$ cat src/rtl/ltc2333_write.sv
// rtl/ltc2333_write.sv - LTC2333 conversion/control-word write sequencer (CNV, SCKI, SDI).
// Optional macro LTC2333_WRITE_BUSY_SYNC_EN: 2-flop synchronizer on busy instead of a single flop.
module ltc2333_write #(
  parameter int          BUSY_SIGNAL  = 0,
  parameter int          BUSY_TIME    = 550,
  parameter int          CLOCK_PERIOD = 20,
  parameter int          N_CH         = 8,
  parameter logic [2:0]  SOFTSPAN     = 3'b111
) (
  input  logic clk,
  input  logic aresetn,
  input  logic busy,
  output logic cnv,
  output logic scki,
  output logic sdi
);

  localparam int BUSY_CYCLES = (BUSY_TIME + CLOCK_PERIOD - 1) / CLOCK_PERIOD;
  // WAIT begins on frame cycle 2, so its last cycle is cnt = BUSY_CYCLES-3
  localparam int WAIT_LAST   = (BUSY_CYCLES > 3) ? (BUSY_CYCLES - 3) : 0;
  localparam logic [2:0] CH_LAST = 3'(N_CH - 1);

  typedef enum logic [2:0] {S_RESET, S_CNV_HI, S_WAIT, S_SHIFT, S_GAP} state_t;

  state_t      state_q, state_d;
  logic [15:0] cnt_q, cnt_d;
  logic [15:0] cnt_inc;
  logic [2:0]  ch_q, ch_d;
  logic        cnv_d, scki_d, sdi_d;
  logic [7:0]  ctrl;
  logic        busy_r;
  logic        wait_done;

`ifdef LTC2333_WRITE_BUSY_SYNC_EN
  logic busy_s1;
  always_ff @(posedge clk or negedge aresetn) begin
    if (!aresetn) begin
      busy_s1 <= 1'b0;
      busy_r  <= 1'b0;
    end else begin
      busy_s1 <= busy;
      busy_r  <= busy_s1;
    end
  end
`else
  always_ff @(posedge clk or negedge aresetn) begin
    if (!aresetn) busy_r <= 1'b0;
    else          busy_r <= busy;
  end
`endif

  assign ctrl    = {1'b1, 1'b0, ch_q, SOFTSPAN};
  assign cnt_inc = cnt_q + 16'd1;

  always_comb begin
    if (BUSY_SIGNAL != 0) wait_done = (cnt_q >= 16'd1) && !busy_r;
    else                  wait_done = (cnt_q >= 16'(WAIT_LAST));
  end

  always_comb begin
    state_d = state_q;
    cnt_d   = cnt_inc;
    ch_d    = ch_q;
    cnv_d   = 1'b0;
    scki_d  = 1'b0;
    sdi_d   = sdi;
    case (state_q)
      S_RESET: begin
        state_d = S_CNV_HI;
        cnt_d   = 16'd0;
        cnv_d   = 1'b1;
        sdi_d   = 1'b0;
      end
      S_CNV_HI: begin
        sdi_d = 1'b0;
        if (cnt_q == 16'd1) begin
          state_d = S_WAIT;
          cnt_d   = 16'd0;
        end else begin
          cnv_d = 1'b1;
        end
      end
      S_WAIT: begin
        // saturate so a stuck busy cannot wrap the counter
        if (cnt_q == 16'hffff) cnt_d = cnt_q;
        if (wait_done) begin
          state_d = S_SHIFT;
          cnt_d   = 16'd0;
          sdi_d   = ctrl[7];
        end
      end
      S_SHIFT: begin
        if (cnt_q == 16'd47) begin
          state_d = S_GAP;
          cnt_d   = 16'd0;
          sdi_d   = 1'b0;
          ch_d    = (ch_q == CH_LAST) ? 3'd0 : ch_q + 3'd1;
        end else begin
          scki_d = cnt_inc[0];
          // new data only on even k, i.e. while scki is low
          if (!cnt_inc[0]) sdi_d = (cnt_inc < 16'd16) ? ctrl[~cnt_inc[3:1]] : 1'b0;
        end
      end
      S_GAP: begin
        sdi_d = 1'b0;
        if (cnt_q == 16'd1) begin
          state_d = S_CNV_HI;
          cnt_d   = 16'd0;
          cnv_d   = 1'b1;
        end
      end
      default: begin
        state_d = S_RESET;
        cnt_d   = 16'd0;
        sdi_d   = 1'b0;
      end
    endcase
  end

  always_ff @(posedge clk or negedge aresetn) begin
    if (!aresetn) begin
      state_q <= S_RESET;
      cnt_q   <= 16'd0;
      ch_q    <= 3'd0;
      cnv     <= 1'b0;
      scki    <= 1'b0;
      sdi     <= 1'b0;
    end else begin
      state_q <= state_d;
      cnt_q   <= cnt_d;
      ch_q    <= ch_d;
      cnv     <= cnv_d;
      scki    <= scki_d;
      sdi     <= sdi_d;
    end
  end

endmodule

$ cat config.mk
export PLATFORM = sky130hd
export DESIGN_NAME = ltc2333_write
export DESIGN_NICKNAME = d
export VERILOG_FILES = /design/src/rtl/ltc2333_write.sv
export SDC_FILE = /design/constraint.sdc
export NUM_CORES = 1
export LEC_CHECK = 0
export BUFFER_PORTS_ARGS = -buffer_cell sky130_fd_sc_hd__buf_2
export CAP_MARGIN = 20
export CORE_MARGIN = 3
export CORE_UTILIZATION = 40
export CTS_BUF_LIST = sky130_fd_sc_hd__clkbuf_4 sky130_fd_sc_hd__clkbuf_8
export DETAILED_ROUTE_END_ITERATION = 10
export HOLD_SLACK_MARGIN = 0.12
export MAX_ROUTING_LAYER = met4
export PLACE_DENSITY = 0.6
export SYNTH_ARGS = -nofsm -noshare
export SYNTH_HDL_FRONTEND = slang
export SYNTH_SLANG_ARGS = --single-unit
$ cat constraint.sdc
create_clock -name clk -period 4.9 [get_ports clk]
set_input_delay 0.98 -clock clk [delete_from_list [all_inputs] [get_ports clk]]
set_output_delay 0.98 -clock clk [all_outputs]
set_load 0.005 [all_outputs]
* Word level (Yosys, flattened, before mapping)
Cells that the tools add are included.
** Word-level totals
- Register bits :: 25
- Bits of input ports :: 3
- Output and inout port bits :: 3
- Logic and storage cells :: 54
** Cells by class
- Add/sub/neg operators :: 2
- Order comparisons :: 3
- Eq/ne operators :: 14
- Mux-type cells :: 23
- Bitwise operators :: 1
- Reductions and logical operators :: 5
** Operators by type and width (number)
- 16-bit two-way mux :: 4
- 16-bit case mux with 3 select lines :: 1
- 16-bit by 1-bit adder with 16-bit output, second input constant :: 1
- 16-bit by 1-bit equality test with 1-bit output, second input constant :: 1
- 16-bit equality test, second input constant :: 1
- 16-bit by 6-bit equality test with 1-bit output, second input constant :: 1
- 16-bit by 5-bit >= comparator with 1-bit output, second input constant :: 1
- 16-bit by 5-bit less-than comparator with 1-bit output, second input constant :: 1
- 3-bit two-way mux :: 5
- 3-bit case mux with 5 select lines :: 1
- 1-bit two-way mux :: 9
- 2-bit != test, second input constant :: 4
- 3-bit by 2-bit equality test with 1-bit output, second input constant :: 2
- 3-bit equality test, second input constant :: 2
- 3-bit != test, second input constant :: 2
- 3-bit by 4-bit less-than comparator with 1-bit output, second input constant :: 1
- 2-bit AND reduction :: 2
- 4-bit AND reduction :: 1
- 3-bit by 1-bit adder with 3-bit output, second input constant :: 1
- 1-bit binary-select mux with 3-bit select :: 1
- 3-bit by 1-bit equality test with 1-bit output, second input constant :: 1
- 3-bit zero test :: 1
- 3-bit NOT :: 1
- 1-bit case mux with 3 select lines :: 1
- other kinds (2) :: 2

* Depth between registers and ports, before layout
Gate-level depths: netlist of the first run.
- Depth after elaboration :: 8
- Depth in mapped cells :: 9
- Mapped depth without buffers :: 7

* Worst setup path after synthesis of the first run
OpenSTA, ideal clock, no wires.
- Kind :: register to register
- Start :: reg cnt_q[1]
- End :: reg cnt_q[3]
- Setup time :: 122 ps
- Arrival time :: 2013 ps
- Data required time :: 4778 ps
- Path slack :: 2765 ps
- Stages on the path, launching flop included :: 9
- Buffers on the path :: 1
- Clock period less this slack :: 2135 ps
- Cells stage by stage :: dfrtp_1 -> inv_1 -> ha_1 -> or4b_4 -> nor3_4 -> mux2i_1 -> a211oi_2 -> buf_6 -> nor2_1
** On the way
- Longest elaborated chain between the ends :: 4
- Elaborated cells between the ends (all ways) :: 11
- Those cells by class :: add/sub: 1; order compare: 1; eq/ne: 4; mux: 5
** Ends and longest elaborated chain
- start: declaration :: RTL line 26 : logic [15:0] cnt_q, cnt_d;
- start signal: assignment :: RTL line 130 : cnt_q <= cnt_d;
- 16-bit by 1-bit adder with 16-bit output :: RTL line 53 : assign cnt_inc = cnt_q + 16'd1;
- 16-bit two-way mux :: RTL line 85 : if (cnt_q == 16'hffff) cnt_d = cnt_q;
- 16-bit two-way mux :: RTL line 86 : if (wait_done) begin
- 16-bit case mux with 3 select lines :: RTL line 67 : case (state_q)
Parallel ways exist; a longest one is shown, timed or not. The select of a mux whose other input is x is not followed.
A chain may end at the register's enable or synchronous reset.

* Worst setup path in the final report of the first run
- Start :: reg cnt_q[1]
- End :: reg cnt_q[7]
The elaborated chain is that of the path after synthesis.

==> results.cfg, run 1 <==
[run_status]
outcome = finished, final reports clean

[sta]
setup_viol = 0
slew_headroom_pct = 30.4
hold_viol = 0
fin_skew_ns = 0.00671
fin_crit_ns = 2.74
clock.fmax_ghz = 0.365
rsz0062_at_grt = no
setup_tns_ns = 0
finalCritPeriodShare_pct = 55.9
worstMarginPinSlew_ns = 1.04
slew_viol_final = 0

[critical_path]
cp.required_ns = 5.02
critPathMaxFanout = 16
critPathSlowestCell = a211oi_2
worstPathArrival_ns = 2.86
worstSetupEndpointType = register
crit_family = compound AO/OA/AOI/OAI gates
startpoint_type = register
timing_worst_setup_path_type = reg2reg
path_cells = inv_1 -> ha_1 -> or4b_4 -> nor3_4 -> mux2i_1 -> a211oi_2 -> nor3_1
worstPathBufferInverterCount = 1
rrSetupSlack_ns = 2.16
worst_path_largest_cell_delay_ns = 0.90

[pwr]
total_power_mw = 0.338
peakVddDrop_mv = 0.161
power.density_mw_per_mm2 = 209
leakage_nw = 0.740

[clocking]
path_clk_slew_ns = 0.09
htree_levels = 1
numCtsBuffers = 3
clockRootBuffer = clkbuf_8
cts.repair.resized = 0
cts_hold_buf = 0
clockBufferDepth = 2
clock_latency_ns = 0.28
cts.sinks = 25
post_cts_buffers = 0
cts_tree = built

[logic_synthesis]
synthXorXnorAreaFrac_pct = 9.59
synthesis.area_mm2 = 0.00155
synth_seq_cells = 25
yosys.area_share.simple_pct = 29.8
async_flop_share_pct = 100
yosys_warnings = 0
ys.flop_type = dfrtp_1
synth-edff-count = 0
synth-adder-area-share_pct = 4.03
synth_top_family_by_area = simple AND/OR/NAND/NOR gates
synth_area_per_cell_um2 = 9.30
synth.distinct_cells = 39
synth_nets = 175
synth_compound_area_share_pct = 7.41
synth_seq_area_share_pct = 40.3
synth.mux.area_fraction_pct = 4.11
syn_inst = 167

[global_route]
grt_pass1_wl_um = 5130
grt_usage_pct = 15.0
gr-total-overflow = 0
antenna_found_initial = 0
grt_pass1_vias = 1115
grt_start_max_net_pins = 26

[detailed_routing]
postRouteAntennaNets = 0
vias = 1155
drc = 0
drt-initial-drc-count = 90
wl_per_cell_um = 13.8
viasPerCell = 5.40
routed_wirelength_um = 2950
drtPass1Iterations = 4

[placed_design]
gp_congestion = 0.886
io_buffers = 4
dp_hpwl_um = 2150

[floorplanning]
fp.dieH_um = 68.3
die_w_um = 68.3
die_area_mm2 = 0.00467
core_area_mm2 = 0.00369
start_util_pct = 42.1
ios = 6
rows = 22

[job]
max-cap-violations = 0

[final_layout]
layout.nets = 175
drive_gt1_share_pct = 10.2
area_delta_synth_final_pct = 4.51
mostFrequentLayoutCells = 25 x nor2_1, 25 x dfrtp_1, 13 x nand2_1, 12 x nand3_1, 9 x xor2_1
antenna_cells = 0

[hold_path]
hp-class = reg2reg
==> cells in the mapped netlist, types with 3 or more instances <==
library cell  number  area (um^2)
nand4_1            4         25.0
nor2_1            25         93.8
nor3_1             4         20.0
buf_6              3         33.8
mux2_2             3         33.8
nand3_1           12         60.1
mux2i_1            3         30.0
ha_1               5         62.6
inv_1              4         15.0
nand2_1           13         48.8
xor2_1             9         78.8
clkbuf_1           4         15.0
o21ai_0            5         25.0
xnor2_1            8         70.1
or3_1              3         18.8
dfrtp_1           25          626
nand2b_1           3         18.8
nor4_1             5         31.3
nor2b_1            4         25.0
==> report_power, final <==
group / internal [mW] / switching [mW] / leakage [nW]
clock: 0.0578 / 0.0703 / 0.0217
combinational: 0.000285 / 0.00395 / 0.388
sequential: 0.206 / 0 / 0.330
==> final timing paths <==
path | from | cells after the start | endpoint
setup / recovery | cnt_q[1] | 7 | cnt_q[7]
hold / removal | ch_q[1] | 2 | ch_q[1]
setup reg to reg | cnt_q[1] | 7 | cnt_q[7]
hold reg to reg | ch_q[1] | 2 | ch_q[1]
max in group asynchronous | aresetn | 1 | cnt_q[10]
min in group asynchronous | aresetn | 1 | cnt_q[5]
==> worst min-delay path: stages (launching register included) <==
cell and delay, ns:
dfrtp_1 0.39, nand2_1 0.05, o21ai_0 0.07
==> metal layers <==
metal / up-vias / share of wire, % / global-route usage (%)
li1: 580 / - / -
met1: 559 / 49 / 19.9
met2: 11 / 47 / 23.0
met3: 5 / 2.6 / 3.94
met4: 0 / 0.71 / 2.98
met5: - / 0 / -
==> state kept, by name (all words and copies together), names as in the netlist <==
register	flops
cnt_q	16
ch_q	3
state_q	3
cnv	1
scki	1
sdi	1
==> stage by stage <==
step / cell area, um^2 / std cells / hold WS, ns / worst slack, ns / util (%)
after CTS: 1620 / 214 / 0.554 / 2.08 / 44.0
after global routing: 1620 / 214 / 0.589 / 1.88 / 44.0
after detailed placement: 1570 / 210 / 0.531 / 2.13 / 42.7
final: 1620 / 214 / 0.552 / 2.16 / 44.0
after global placement: 1570 / 210 / 0.495 / 2.18 / 42.7
after floorplan: 1550 / 167 / 0.475 / 2.77 / -
==> logic make-up after synthesis <==
kind of cell    count (synthesis)
compound gates                 16
xor+xnor                       17
fa+ha+maj                       5
buf+inv                        13
flops                          25
mux                             6
simple gates                   85
==> cell type report <==
cell class	count	area (um^2)
repair buffers	4	20.0
inverters	4	15.0
multi-input cells	129	853
fillers	372	2070
flip-flops and latches	25	626
clock buffers	3	41.3
well taps	48	60.1
clock inverters	1	7.51
No activity file was read; power rests on OpenSTA's default activity.
==> inputs of run 2 (changes only) <==
--- a/config.mk
+++ b/config.mk
@@ -13,7 +13,7 @@
 export DETAILED_ROUTE_END_ITERATION = 10
 export HOLD_SLACK_MARGIN = 0.12
 export MAX_ROUTING_LAYER = met4
-export PLACE_DENSITY = 0.6
+export PLACE_DENSITY = 0.62
 export SYNTH_ARGS = -nofsm -noshare
 export SYNTH_HDL_FRONTEND = slang
 export SYNTH_SLANG_ARGS = --single-unit
==> constraint.sdc (replaced) <==
create_clock -name clk -period 2.4 [get_ports clk]
set_input_delay 0.48 -clock clk [delete_from_list [all_inputs] [get_ports clk]]
set_output_delay 0.48 -clock clk [all_outputs]
set_load 0.005 [all_outputs]
==> run 2 against run 1 <==
Compared with the run above: global-route usage increased by 0.14 points; first-iteration DRC count down 37%; worst hold slack got worse by 0.37 ns; routed wire length is 1.9% higher; die area stayed put; cell count rose by 4.7%; clock-buffer cell count is the same; power is 100% higher; highest routed layer unchanged.
==> results.cfg, run 2 (synthesized netlist as in run 1, its figures left out) <==
[placed_design]
post_dp_cell_area_mm2 = 0.00163
io_buffers = 4
place_ws_ns = 0.157
dp_hpwl_um = 2180
gp_congestion = 0.887

[clocking]
path_clk_slew_ns = 0.09
cts.sinks = 25
numCtsBuffers = 3
clockRootBuffer = clkbuf_8
clock_latency_ns = 0.27
cts_hold_buf = 0
cts.repair.resized = 0
cts_tree = built
clockBufferDepth = 2
htree_levels = 1

[pwr]
leakage_nw = 0.792
total_power_mw = 0.688
power.density_mw_per_mm2 = 405
peakVddDrop_mv = 0.321

[hold_path]
hp-class = in2async

[global_route]
grt_usage_pct = 15.1
grt_start_max_net_pins = 26
grt_pass1_vias = 1104
antenna_found_initial = 0
grt_pass1_wl_um = 5120
gr-total-overflow = 0

[detailed_routing]
wl_per_cell_um = 13.4
vias = 1192
drt-initial-drc-count = 57
drtPass1Iterations = 4
drc = 0
routed_wirelength_um = 3010
viasPerCell = 5.32
postRouteAntennaNets = 0

[critical_path]
crit_start = cnt_q[1]
path_cells = inv_1 -> ha_1 -> or4b_4 -> nor3_4 -> mux2i_1 -> a211oi_2 -> buf_4 -> nor2_1
timing.rr.end = cnt_q[2]
reg2regPathDepth = 8
r2r-start = cnt_q[1]
cp.required_ns = 2.56
startpoint_type = register
worstSetupEndpointType = register
critPathMaxFanout = 10
timing_worst_setup_path_type = reg2reg
critPathSlowestCell = or4b_4
worstPathArrival_ns = 2.42
worst_path_largest_cell_delay_ns = 0.49
rrSetupSlack_ns = 0.14

[run_status]
outcome = finished, final reports clean

[sta]
hold_ws_ns = 0.187
finalCritPeriodShare_pct = 94.2
worstMarginPinSlew_ns = 0.578
fin_skew_ns = 0.00729
clock.fmax_ghz = 0.442
slew_viol_final = 0
setup_viol = 0
fin_ws_ns = 0.140
hold_viol = 0
fin_crit_ns = 2.26
slew_headroom_pct = 61.1

[floorplanning]
rows = 22
fp.dieH_um = 68.3
start_util_pct = 42.1
core_area_mm2 = 0.00369
ios = 6
die_w_um = 68.3
die_area_mm2 = 0.00467

[final_layout]
antenna_cells = 0
area_delta_synth_final_pct = 9.35
largest_reg_flops = 16
layout.nets = 185
mostFrequentLayoutCells = 25 x nor2_1, 25 x dfrtp_1, 13 x nand2_1, 12 x nand3_1, 10 x buf_4
final_cell_area_mm2 = 0.00170
top_regs = cnt_q (16), ch_q (3), state_q (3)
post-route-util_pct = 46.0
top_register = cnt_q
drive_gt1_share_pct = 15.3
fillCellCount = 352

[job]
max-cap-violations = 0
run 2: changes by cell type in the layout (fill, tap and decap cells not counted), sizes merged:
cell / delta
buf: +10
run 2: cell type report:
type	count	area, um^2	share of cell area, %
clock inverters	1	7.51	0.442
flip-flops and latches	25	626	36.8
clock buffers	3	41.3	2.43
multi-input cells	129	853	50.3
well taps	48	60.1	3.54
inverters	4	15.0	0.884
repair buffers	14	95.1	5.60
run 2: power breakdown:
group | internal (mW) | switching (mW) | total [mW]
logic | 0.000582 | 0.00793 | 0.00851
registers | 0.421 | 0 | 0.421
clock network | 0.118 | 0.140 | 0.258
total | 0.539 | 0.148 | 0.688
run 2: what timing repair did:
| item | 4_1_cts | 5_1_grt |
|---|---|---|
| hold endpoints to repair | 0 | 0 |
| buffers inserted | 0 | 3 |
| setup endpoints to repair | 0 | 4 |
run 2: per-stage QoR:
stage | setup TNS, ns | instances
floorplan | 0 | 167
global placement | 0 | 217
detailed placement | 0 | 217
CTS | 0 | 221
global route | -0.00105 | 224
finish | 0 | 224
run 2: worst max path at each step:
| stage | cells past startpoint | slack, ns | end |
|---|---|---|---|
| final | 8 | 0.14 | cnt_q[2] |
| after global routing | 8 | -0.001 | cnt_q[13] |
| after CTS | 8 | 0.14 | cnt_q[2] |
| after detailed placement | 8 | 0.16 | cnt_q[2] |
| after global placement | 7 | 0.25 | cnt_q[2] |
| after floorplan | 8 | 0.27 | cnt_q[3] |
run 2: critical path, delay by kind of cell, from the launching register on:
family,cells,cell delay (ns)
AO/OA/AOI/OAI,1,0.28
adder cells (fa/ha/maj),1,0.17
buffers and inverters,2,0.32
flip-flops,1,0.41
multiplexers,1,0.14
AND/OR/NAND/NOR,3,0.82
run 2: routing by layer:
metal | track usage [%] | vias up | share of wire, %
li1 | - | 596 | -
met1 | 19.5 | 582 | 47
met2 | 24.1 | 10 | 49
met3 | 3.45 | 4 | 2.7
met4 | 3.72 | 0 | 0.93
met5 | - | - | 0
==> inputs of run 3 (changes only) <==
--- a/config.mk
+++ b/config.mk
@@ -5,6 +5,7 @@
 export SDC_FILE = /design/constraint.sdc
 export NUM_CORES = 1
 export LEC_CHECK = 0
+export ABC_CLOCK_PERIOD_IN_PS = 2400
 export BUFFER_PORTS_ARGS = -buffer_cell sky130_fd_sc_hd__buf_2
 export CAP_MARGIN = 20
 export CORE_MARGIN = 3
@@ -14,6 +15,7 @@
 export HOLD_SLACK_MARGIN = 0.12
 export MAX_ROUTING_LAYER = met4
 export PLACE_DENSITY = 0.62
+export RECOVER_POWER = 50
 export SYNTH_ARGS = -nofsm -noshare
 export SYNTH_HDL_FRONTEND = slang
 export SYNTH_SLANG_ARGS = --single-unit
==> run 3 against run 2 <==
Compared with the run above: cell count stayed put; clock skew did not move; power about the same; fmax unchanged; global-route usage did not move; worst setup slack stayed put; final area decreased by 0.15%; worst hold slack improved by 0.30 ns; sequential share of layout area is 0.054 points higher; sequential cell count unchanged; largest power group unchanged.
==> results.cfg, run 3 (synthesized netlist as in run 1, its figures left out) <==
[run_status]
outcome = finished, final reports clean

[detailed_routing]
routed_wirelength_um = 3010
drt-initial-drc-count = 57
wl_per_cell_um = 13.4
vias = 1192
drtPass1Iterations = 4
drc = 0
postRouteAntennaNets = 0
viasPerCell = 5.32

[final_layout]
top_register = cnt_q
largest_reg_flops = 16
post-route-util_pct = 46.0
ff_latch_area_um2 = 626
area_delta_synth_final_pct = 9.19
antenna_cells = 0
layout.nets = 185
fillCellCount = 354
mostFrequentLayoutCells = 25 x nor2_1, 25 x dfrtp_1, 13 x nand2_1, 12 x nand3_1, 10 x buf_4
drive_gt1_share_pct = 14.2
layout.cells.non_filler = 224
top_regs = cnt_q (16), ch_q (3), state_q (3)
multi_input_area_um2 = 853

[global_route]
grt.busiest_layer = met2
grt_pass1_wl_um = 5120
antenna_found_initial = 0
groute.layer.met3.usage_pct = 3.45
gr-usage-met2_pct = 24.1
grt_start_max_net_pins = 26
met1_usage_pct = 19.5
grt_usage_pct = 15.1
grt_pass1_vias = 1104
gr-total-overflow = 0

[floorplanning]
core_area_mm2 = 0.00369
die_area_mm2 = 0.00467
ios = 6
rows = 22
die_w_um = 68.3
fp.dieH_um = 68.3
start_util_pct = 42.1

[pwr]
power_switching_mw = 0.148
power.density_mw_per_mm2 = 405
leakage_nw = 0.784
sw_frac_of_total_pct = 21.6
peakVddDrop_mv = 0.321
power_frac_seq_pct = 61.2
combPwrFrac_pct = 1.2
internal-power_mw = 0.539
clkPwrFrac_pct = 37.6

[placed_design]
gp_congestion = 0.887
place_inst = 217
place_ws_ns = 0.157
dp_hpwl_um = 2180
io_buffers = 4

[critical_path]
worst_path_largest_cell_delay_ns = 0.49
r2r-start = cnt_q[1]
timing_worst_setup_path_type = reg2reg
critPathMaxFanout = 10
path_cells = inv_1 -> ha_1 -> or4b_4 -> nor3_4 -> mux2i_1 -> a211oi_2 -> buf_4 -> nor2_1
worstSetupEndpointType = register
critPathSlowestCell = or4b_4
startpoint_type = register
rrSetupSlack_ns = 0.14
crit_start = cnt_q[1]
worstPathBufferInverterCount = 2
timing.rr.end = cnt_q[2]
reg2regPathDepth = 8
cp.required_ns = 2.56
worstPathArrival_ns = 2.42
crit_family = simple AND/OR/NAND/NOR gates

[clocking]
path_clk_slew_ns = 0.09
numCtsBuffers = 3
clock_latency_ns = 0.27
cts_hold_buf = 0
cts.repair.resized = 0
htree_levels = 1
post_cts_buffers = 0
cts_tree = built
cts.sinks = 25
clockRootBuffer = clkbuf_8
clockBufferDepth = 2

[sta]
slew_viol_final = 0
fin_skew_ns = 0.00729
hold_viol = 0
finalCritPeriodShare_pct = 94.2
fin_crit_ns = 2.26
setup_viol = 0
worstMarginPinSlew_ns = 1.34
slew_headroom_pct = 10.5
fin_ws_ns = 0.140
hold_ws_ns = 0.487
clock.fmax_ghz = 0.442

[hold_path]
hp-class = in2async

[job]
max-cap-violations = 0
==> run 3: changes by cell type in the layout (fill, tap and decap cells not counted) <==
| cell | before | now |
|---|---|---|
| buf_2 | 4 | 2 |
| clkbuf_1 | 0 | 2 |
==> run 3: through the flow <==
| step | setup TNS [ns] | power (mW) | instance area, um^2 |
|---|---|---|---|
| 2_1_floorplan | 0 | 0.429 | 1550 |
| 3_3_place_gp | 0 | 0.438 | 1630 |
| 3_5_place_dp | 0 | 0.439 | 1630 |
| 4_1_cts | 0 | 0.702 | 1680 |
| 5_1_grt | -0.00105 | 0.716 | 1700 |
| 6_report | 0 | 0.687 | 1700 |
==> run 3: worst max-delay path by stage <==
| stage | endpoint | cells after the start |
|---|---|---|
| 2_1_floorplan | cnt_q[3] | 8 |
| 3_3_place_gp | cnt_q[2] | 7 |
| 3_5_place_dp | cnt_q[2] | 8 |
| 4_1_cts | cnt_q[2] | 8 |
| 5_1_grt | cnt_q[13] | 8 |
| 6_report | cnt_q[2] | 8 |
==> run 3: routing by layer <==
| layer | share of wire, % | routed length [um] |
|---|---|---|
| met2 | 49 | 1470 |
| met4 | 0.93 | 28 |
| met3 | 2.7 | 80 |
| met5 | 0 | 0 |
| met1 | 47 | 1420 |
==> run 3: layout make-up <==
cell class | count | share of cell area [%]
clock buffers | 3 | 2.44
repair buffers | 14 | 5.46
clock inverters | 1 | 0.443
multi-input cells | 129 | 50.3
inverters | 4 | 0.886
well taps | 48 | 3.54
flip-flops and latches | 25 | 36.9
==> run 3: power by group through the flow <==
stage / clock network (mW) / registers [mW] / logic [mW]
global route: 0.284 / 0.421 / 0.0101
global placement: 0 / 0.429 / 0.00928
floorplan: 0 / 0.429 / 0.000000399
CTS: 0.272 / 0.421 / 0.00953
finish: 0.258 / 0.421 / 0.00822
detailed placement: 0 / 0.429 / 0.00950
